==> src/rtl/reset_seq_pkg.sv <==
// rtl/reset_seq_pkg.sv - shared state encoding and parameter checks for the reset sequencer
package reset_seq_pkg;

  typedef enum logic [1:0] {
    ST_HOLD    = 2'd0,
    ST_FILTER  = 2'd1,
    ST_RELEASE = 2'd2,
    ST_RUN     = 2'd3
  } seq_state_t;

  function automatic bit seq_params_legal(int num_stages, int lock_filter,
                                          int stage_delay, int sync_cycle);
    return (num_stages >= 1) && (num_stages <= 8) && (lock_filter >= 1) &&
           (stage_delay >= 1) && (sync_cycle >= 2);
  endfunction

  function automatic int cnt_width(int n);
    return (n > 1) ? $clog2(n) : 1;
  endfunction

endpackage

==> src/rtl/reset_sequencer_if.sv <==
// rtl/reset_sequencer_if.sv - lock/request inputs and sequenced reset outputs of the sequencer
interface reset_sequencer_if
  import reset_seq_pkg::*;
#(
  parameter int NUM_STAGES = 4
);
  logic                  i_pll_locked;
  logic                  i_sw_rst_req;
  logic [NUM_STAGES-1:0] o_srst;
  logic                  o_rst_done;
  seq_state_t            o_state;

  modport master (
    output i_pll_locked, i_sw_rst_req,
    input  o_srst, o_rst_done, o_state
  );

  modport slave (
    input  i_pll_locked, i_sw_rst_req,
    output o_srst, o_rst_done, o_state
  );
endinterface

==> src/rtl/common_reset.sv <==
// rtl/common_reset.sv - async-assert, sync-release reset synchronizer with selectable polarities
module common_reset #(
  parameter string IN_RST_ACTIVE  = "LOW",
  parameter string OUT_RST_ACTIVE = "HIGH",
  parameter int    CYCLE          = 2
) (
  input  logic i_clk,
  input  logic i_rst,
  output logic o_rst
);

  // chain holds ones while reset is asserted; zeros walk in after release
  logic [CYCLE-1:0] chain;

  if (IN_RST_ACTIVE == "LOW") begin : g_in_low
    always_ff @(posedge i_clk or negedge i_rst) begin
      if (!i_rst) chain <= '1;
      else        chain <= {chain[CYCLE-2:0], 1'b0};
    end
  end else begin : g_in_high
    always_ff @(posedge i_clk or posedge i_rst) begin
      if (i_rst) chain <= '1;
      else       chain <= {chain[CYCLE-2:0], 1'b0};
    end
  end

  assign o_rst = (OUT_RST_ACTIVE == "HIGH") ? chain[CYCLE-1] : ~chain[CYCLE-1];

endmodule

==> src/rtl/reset_sequencer.sv <==
// rtl/reset_sequencer.sv - holds reset domains until PLL lock is stable, then releases them in order
module reset_sequencer
  import reset_seq_pkg::*;
#(
  parameter int NUM_STAGES  = 4,
  parameter int LOCK_FILTER = 256,
  parameter int STAGE_DELAY = 1024,
  parameter int SYNC_CYCLE  = 2
) (
  input  logic              i_clk,
  input  logic              i_arst,
  reset_sequencer_if.slave  bus
);

  localparam int FW = cnt_width(LOCK_FILTER);
  localparam int DW = cnt_width(STAGE_DELAY);
  localparam int SW = cnt_width(NUM_STAGES);
  localparam logic [FW-1:0] FILTER_LAST = FW'(LOCK_FILTER - 1);
  localparam logic [DW-1:0] DELAY_LAST  = DW'(STAGE_DELAY - 1);
  localparam logic [SW-1:0] STAGE_LAST  = SW'(NUM_STAGES - 1);

  if (!seq_params_legal(NUM_STAGES, LOCK_FILTER, STAGE_DELAY, SYNC_CYCLE)) begin : g_param_check
    $error("reset_sequencer: illegal parameter combination");
  end

  logic rst_int;

  common_reset #(
    .IN_RST_ACTIVE  ("LOW"),
    .OUT_RST_ACTIVE ("HIGH"),
    .CYCLE          (SYNC_CYCLE)
  ) u_arst_sync (
    .i_clk (i_clk),
    .i_rst (i_arst),
    .o_rst (rst_int)
  );

  logic [SYNC_CYCLE-1:0] lock_sync;
  logic                  lock_s;

  always_ff @(posedge i_clk or posedge rst_int) begin
    if (rst_int) lock_sync <= '0;
    else         lock_sync <= {lock_sync[SYNC_CYCLE-2:0], bus.i_pll_locked};
  end

  assign lock_s = lock_sync[SYNC_CYCLE-1];

  seq_state_t            state;
  logic [FW-1:0]         filter_cnt;
  logic [DW-1:0]         delay_cnt;
  logic [SW-1:0]         stage_cnt;
  logic [NUM_STAGES-1:0] srst;
  logic                  rst_done;
  logic                  abort;

  assign abort = !lock_s || bus.i_sw_rst_req;

  always_ff @(posedge i_clk or posedge rst_int) begin
    if (rst_int) begin
      state      <= ST_HOLD;
      filter_cnt <= '0;
      delay_cnt  <= '0;
      stage_cnt  <= '0;
      srst       <= '1;
      rst_done   <= 1'b0;
    end else if (state != ST_HOLD && abort) begin
      // every domain re-asserts together; released bits never re-assert one by one
      state      <= ST_HOLD;
      filter_cnt <= '0;
      delay_cnt  <= '0;
      stage_cnt  <= '0;
      srst       <= '1;
      rst_done   <= 1'b0;
    end else begin
      case (state)
        ST_HOLD: begin
          if (lock_s) begin
            state      <= ST_FILTER;
            filter_cnt <= '0;
          end
        end
        ST_FILTER: begin
          if (filter_cnt == FILTER_LAST) begin
            srst[0]    <= 1'b0;
            filter_cnt <= '0;
            delay_cnt  <= '0;
            stage_cnt  <= SW'(1);
            if (NUM_STAGES == 1) begin
              state    <= ST_RUN;
              rst_done <= 1'b1;
            end else begin
              state    <= ST_RELEASE;
            end
          end else begin
            filter_cnt <= filter_cnt + 1'b1;
          end
        end
        ST_RELEASE: begin
          if (delay_cnt == DELAY_LAST) begin
            delay_cnt <= '0;
            for (int k = 0; k < NUM_STAGES; k++) begin
              if (stage_cnt == SW'(k)) srst[k] <= 1'b0;
            end
            if (stage_cnt == STAGE_LAST) begin
              state    <= ST_RUN;
              rst_done <= 1'b1;
            end else begin
              stage_cnt <= stage_cnt + 1'b1;
            end
          end else begin
            delay_cnt <= delay_cnt + 1'b1;
          end
        end
        default: ;
      endcase
    end
  end

  assign bus.o_srst     = srst;
  assign bus.o_rst_done = rst_done;
  assign bus.o_state    = state;

endmodule

==> src/flat_wrapper.sv <==
// flat-port wrapper written by rule: the top's interface ports become plain ports
module reset_sequencer_flat import reset_seq_pkg::*;
#(
  parameter int NUM_STAGES  = 4,
  parameter int LOCK_FILTER = 256,
  parameter int STAGE_DELAY = 1024,
  parameter int SYNC_CYCLE  = 2
)
  (i_clk, i_arst, bus_i_pll_locked, bus_i_sw_rst_req, bus_o_srst, bus_o_rst_done, bus_o_state);
  reset_sequencer_if #(.NUM_STAGES(NUM_STAGES)) bus_i ();
  input  logic i_clk;
  input  logic i_arst;
  input wire logic [$bits(bus_i.i_pll_locked)-1:0] bus_i_pll_locked;
  input wire logic [$bits(bus_i.i_sw_rst_req)-1:0] bus_i_sw_rst_req;
  output wire logic [$bits(bus_i.o_srst)-1:0] bus_o_srst;
  output wire logic [$bits(bus_i.o_rst_done)-1:0] bus_o_rst_done;
  output wire logic [$bits(bus_i.o_state)-1:0] bus_o_state;
  assign bus_i.i_pll_locked = bus_i_pll_locked;
  assign bus_i.i_sw_rst_req = bus_i_sw_rst_req;
  assign bus_o_srst = bus_i.o_srst;
  assign bus_o_rst_done = bus_i.o_rst_done;
  assign bus_o_state = bus_i.o_state;
  reset_sequencer #(.NUM_STAGES(NUM_STAGES), .LOCK_FILTER(LOCK_FILTER), .STAGE_DELAY(STAGE_DELAY), .SYNC_CYCLE(SYNC_CYCLE)) u_core (.i_clk(i_clk), .i_arst(i_arst), .bus(bus_i));
endmodule
==> config.mk <==
export PLATFORM = sky130hd
export DESIGN_NAME = reset_sequencer_flat
export DESIGN_NICKNAME = d
export VERILOG_FILES = /design/src/rtl/reset_seq_pkg.sv /design/src/rtl/reset_sequencer_if.sv /design/src/rtl/common_reset.sv /design/src/rtl/reset_sequencer.sv /design/src/flat_wrapper.sv
export SDC_FILE = /design/constraint.sdc
export NUM_CORES = 1
export LEC_CHECK = 0
export CORE_ASPECT_RATIO = 1.4
export CORE_UTILIZATION = 60
export CTS_CLUSTER_SIZE = 8
export DETAILED_ROUTE_END_ITERATION = 6
export HOLD_SLACK_MARGIN = 0.12
export PLACE_DENSITY = 0.77
export SLEW_MARGIN = 20
export SYNTH_ARGS = -nofsm -noshare
export SYNTH_HDL_FRONTEND = slang
export SYNTH_SLANG_ARGS = --single-unit
==> constraint.sdc <==
create_clock -name i_clk -period 1.8 [get_ports i_clk]
set_input_delay 0.54 -clock i_clk [delete_from_list [all_inputs] [get_ports i_clk]]
set_output_delay 0.54 -clock i_clk [all_outputs]
set_load 0.05 [all_outputs]
# Word-level counts from Yosys, hierarchy flattened
# Index checks and enable logic that the tools add are counted.
# op_classes
n_addsub	3
multipliers	0
div_mod_pow	0
magnitude_cmp	0
n_eq_ne	13
n_shift	0
mux	32
n_bitwise	0
reduce_logical	22
# ops
operator	n
2-to-1 mux 10 bit	3
2-to-1 mux 8 bit	3
one-hot mux 10 bit (2 select lines)	1
2-to-1 mux 2 bit	9
one-hot mux 8 bit (2 select lines)	1
inequality test 3 x 1 -> 1 bit (second input constant)	5
nonzero test 2 bit	6
adder 10 x 1 -> 10 bit (second input constant)	1
equality test 10 bit (second input constant)	1
2-to-1 mux 1 bit	9
AND reduction 3 bit	3
adder 8 x 1 -> 8 bit (second input constant)	1
equality test 8 bit (second input constant)	1
2-to-1 mux 4 bit	2
AND reduction 4 bit	2
equality test 2 bit (second input constant)	3
one-hot mux 2 bit (3 select lines)	1
nonzero test 3 bit	2
AND reduction 5 bit	1
equality test 2 x 1 -> 1 bit (second input constant)	2
zero test 2 bit	2
one-hot mux 2 bit (2 select lines)	1
AND reduction 2 bit	2
nonzero test 4 bit	1
other kinds (7)	7
# word_totals
register_bits	31
latch_bits	0
mem_bits_rw	0
rom_bits	0
word_cells	81
n_memories	0

# Longest topological paths before layout
# Gate-level depths: netlist (run 1).
# depth
word_depth	5
ltp_mapped	8

# Hierarchy
# A second synthesis (run 1) with hierarchy kept.
# unflattened
hier_cells	174
area_unflattened_um2	1697.9
# modules_own_cells
mod	n_inst	cells_each	area_each_um2
reset_sequencer	1	171	1641.6
common_reset	1	3	56.3

# Least setup slack after synthesis (run 1)
# OpenSTA, ideal clock, no wires.
# synth_timing
path_kind	register to register
from	register u_core.state[1] (netlist: u_core.bus.o_state[1])
to	register u_core.state[0] (netlist: u_core.bus.o_state[0])
setup_ns	0.125
t_arrival_ns	2.315
required_ns	1.675
setup_slack_ns	-0.640
path_stages_with_launch	8
n_path_buf	1
path_cell_list	dfrtp_1 inv_1 ha_1 or2_1 clkbuf_1 a21o_1 a2111oi_4 mux2_4
# synth_between
elab_chain_cells	4
elab_cells_between_ends	13
classes_between	eq/ne: 6; mux: 2; reduce/logical: 5
# synth_rtl
item	line	rtl
start: declaration	reset_sequencer.sv:48	seq_state_t state;
start signal: assignment	reset_sequencer.sv:60	state <= ST_HOLD;
start signal: assignment	reset_sequencer.sv:68	state <= ST_HOLD;
start signal: assignment	reset_sequencer.sv:78	state <= ST_FILTER;
nonzero test 2 bit	reset_sequencer.sv:66	end else if (state != ST_HOLD && abort) begin
logical AND 1 bit	reset_sequencer.sv:66	
inequality test 3 x 1 -> 1 bit (no line) or nonzero test 4 bit (tied branches)	-	
AND reduction 5 bit (no line)	-	
# Parallel ways exist; a longest one is shown, timed or not.
# A chain may end at the register's enable or synchronous reset.

# Final worst setup path (run 1)
# layout_timing
from	register u_core.delay_cnt[4]
to	register u_core.state[1] (netlist: u_core.bus.o_state[1])
# layout_between
elab_chain_cells	3
# layout_rtl
item	line	rtl
start: declaration	reset_sequencer.sv:50	logic [DW-1:0] delay_cnt;
start signal: assignment	reset_sequencer.sv:111	delay_cnt <= delay_cnt + 1'b1;
equality test 10 bit	reset_sequencer.sv:99	if (delay_cnt == DELAY_LAST) begin
inequality test 3 x 1 -> 1 bit (no line)	-	
AND reduction 5 bit (no line)	-	
end signal: assignment	reset_sequencer.sv:89	state <= ST_RUN;
end signal: assignment	reset_sequencer.sv:92	state <= ST_RELEASE;
end signal: assignment	reset_sequencer.sv:105	state <= ST_RUN;
# Every way passes these cells.

==> results of run 1 <==
[sequential cells by signal (all words and copies together) (netlist names)]
register,cells
u_core.delay_cnt,10
u_core.bus.o_rst_done,1
u_core.filter_cnt,8
u_core.bus.o_srst,4
u_core.stage_cnt,2
u_core.bus.o_state,2
u_core.u_arst_sync.chain,2
u_core.lock_sync,2
[what timing repair did]
action / CTS / global route
pin swaps: 6 / 5
setup endpoints to repair: 17 / 16
setup buffers: 7 / 2
resized for setup: 9 / 11
cloned: 0 / 0
[layout make-up]
cell class,count,area [µm²],area share [%]
clock buffers,7,45.0,1.85
repair buffers,60,548,22.6
flip-flops and latches,31,786,32.4
well taps,36,45.0,1.85
multi-input cells,132,963,39.7
inverters,9,36.3,1.49
clock inverters,1,5.00,0.206
[layout by cell type, fill, tap and decap left out, types with 2 or more instances in the layout]
cell,n
a21o_1,3
a21oi_1,6
a22o_1,3
and3_1,4
buf_12,7
buf_4,49
clkbuf_1,2
clkbuf_4,5
clkdlybuf4s50_1,2
dfrtp_1,23
dfrtp_2,2
dfstp_2,6
ha_1,5
ha_4,3
inv_1,7
nand2_1,17
nand2b_1,3
nand3_1,17
nand4_1,2
nor2_1,7
nor2b_1,2
nor3_1,3
o21ai_0,16
o21ai_1,3
o21ai_2,3
o31ai_1,3
o31ai_2,2
or3_1,2
or4_4,3
[critical path, stage by stage, from the launching register on]
cell,delay [ns]
dfrtp_1,0.42
nand2_1,0.17
nor4b_4,0.38
nor2_4,0.10
a2111oi_4,0.34
buf_4,0.18
mux2i_1,0.18
[worst paths after layout]
check	end	slack (ns)
setup / recovery	u_core.bus.o_state[1]	-0.04
min in group i_clk	u_core.u_arst_sync.chain[1]	0.37
hold reg to reg	u_core.filter_cnt[4]	0.34
setup reg to reg	u_core.bus.o_state[1]	-0.04
hold / removal	u_core.filter_cnt[4]	0.34
max in group asynchronous	u_core.bus.o_srst[3]	1.14
[per-layer routing]
metal / share of wire (%) / vias to the layer above / global-route usage (%) / wire length [µm]
met5: 0 / - / 0 / 0
met4: 2.8 / 0 / 15.7 / 133
li1: - / 765 / - / -
met2: 55 / 73 / 58.5 / 2600
met3: 4.1 / 19 / 6.41 / 194
met1: 38 / 784 / 39.0 / 1810
[stage by stage]
stage	hold WS [ns]	cell area (µm²)
after CTS	0.356	2390
final	0.337	2430
after detailed placement	0.347	2250
after global routing	0.373	2430
after floorplan	0.331	1750
after global placement	0.316	2250
[cell families (layout without fill, tap and decap cells)]
group	Yosys count	in the layout	share of synthesized area (%)
and+or+nand+nor	73	73	24.3
AOI/OAI and AO/OA	47	47	18.2
DFF	31	31	46.0
buffers and inverters	14	77	3.16
adders and majority gates	9	9	6.62
muxes	2	2	1.47
other	1	1	0.220
[power breakdown]
group          switching [mW]  total (mW)  internal (mW)
Combinational           0.918        1.85          0.930
Clock                   0.234       0.386          0.152
Sequential             0.0657       0.850          0.784
Total                    1.22        3.08           1.87
==> results.yml, run 1 <==
cells_and_area:
  post-route-util_pct: 91.0
  drive_above_1_share_pct: 40.4
  final_cells: 276
  n_antenna_cell: 0
  fin_nets: 252
  fill_cells: 119
  area_delta_synth_final_pct: 42.7
power_and_ir_drop:
  p_total_mw: 3.08
  irDropWorstVdd_v: 0.000886
  power_density_nw_per_um2: 1270
  p_leak_nw: 1.12
yosys:
  syn-cell-area_um2: 1700
  yosys_warnings: 0
  yosys-top-cells-count: "25 x dfrtp_1, 20 x o21ai_0, 17 x nand2_1, 17 x nand3_1"
  synth_most_common_cell: "dfrtp_1"
  synth_cell_type_count: 39
  async_flop_share_pct: 100
  ys_ff_latch: 31
  avgSynthCellArea_um2: 9.61
  synth-main-ff-cell: "dfrtp_1"
  synth_top_area_share_pct: 36.8
  yosysTopAreaCell: "dfrtp_1"
  synthesis.instances: 177
  synth_nets: 190
  yosysSeqAreaShare_pct: 46.0
  synthTopCellsByArea: "dfrtp_1 37%, dfstp_2 9.3%, ha_1 6.6%, o21ai_0 5.9%, nand3_1 5.0%"
  synth_edf_count: 0
global_route:
  grt_max_degree: 30
  antenna_found_initial: 0
  grt_pass1_vias: 1603
  grt_pass1_wl_mm: 7.30
  grt_util_all_layers_pct: 34.2
  grt_remaining_overflow: 0
floorplanning:
  io_pins: 11
  core-area_um2: 2670
  die_w_um: 47.0
  rows: 22
  die_area_um2: 3060
  start_util_pct: 63.7
  die_y_um: 65.0
detailed_routing:
  firstDrtPassIters: 5
  routed_wl_mm: 4.74
  vias: 1641
  antenna_violating_nets_post_route: 0
  drtIter0Drc: 115
  drc: 0
  wl_per_cell_um: 17.2
  avgViaCountPerCell: 5.95
worst_setup_path:
  startpoint: "u_core.delay_cnt[4]"
  start_kind: "flip-flop"
  critPathCaptureType: "flip-flop"
  cp.required_ns: 2.05
  ff2ff_path_depth: 6
  cp.arrival_ns: 2.09
  worstPathMaxFanout: 5
  crit_type: "flip-flop to flip-flop"
  timing.rr.start: "u_core.delay_cnt[4]"
timing:
  maxSlewViolCount: 0
  grt_setup_unrepaired: "true"
  timing.final.ws_setup_ns: -0.0393
  setup-violations-final: 3
  timing.setup.tns_ns: -0.0822
  skew_ns: 0.00842
  fmax_mhz: 544
  period_share_pct: 102
  period_needed_ns: 1.84
  finalHoldViolCount: 0
cts:
  clkTransAtPathRegs_ns: 0.10
  cts.htree.levels: 2
  cts.sink_count: 31
  cts_tree: "built"
  clk_path_buf_depth: 2
  clock_latency_ns: 0.33
  ctsHoldBuffers: 0
  numCtsBuffers: 5
  root_buffer: "clkbuf_4"
placement:
  gp_congestion: 0.824
  dp_cells: 260
  io_buffers: 10
  dp_slack_ns: -0.508
  hpwl_mm: 3.13
outcome:
  violations: "setup timing"
  status: "finished, violations left"
job:
  cap_violations: 0
min_path:
  min_path_type: "flip-flop to asynchronous set/reset pin"
(Power assumes the default switching activity.)
==> run 2, diff against run 1 <==
CTS_CLUSTER_DIAMETER = 80   (was not set)
==> results of run 2 <==
Final layout, timing and power as in run 1 (identical DEF).
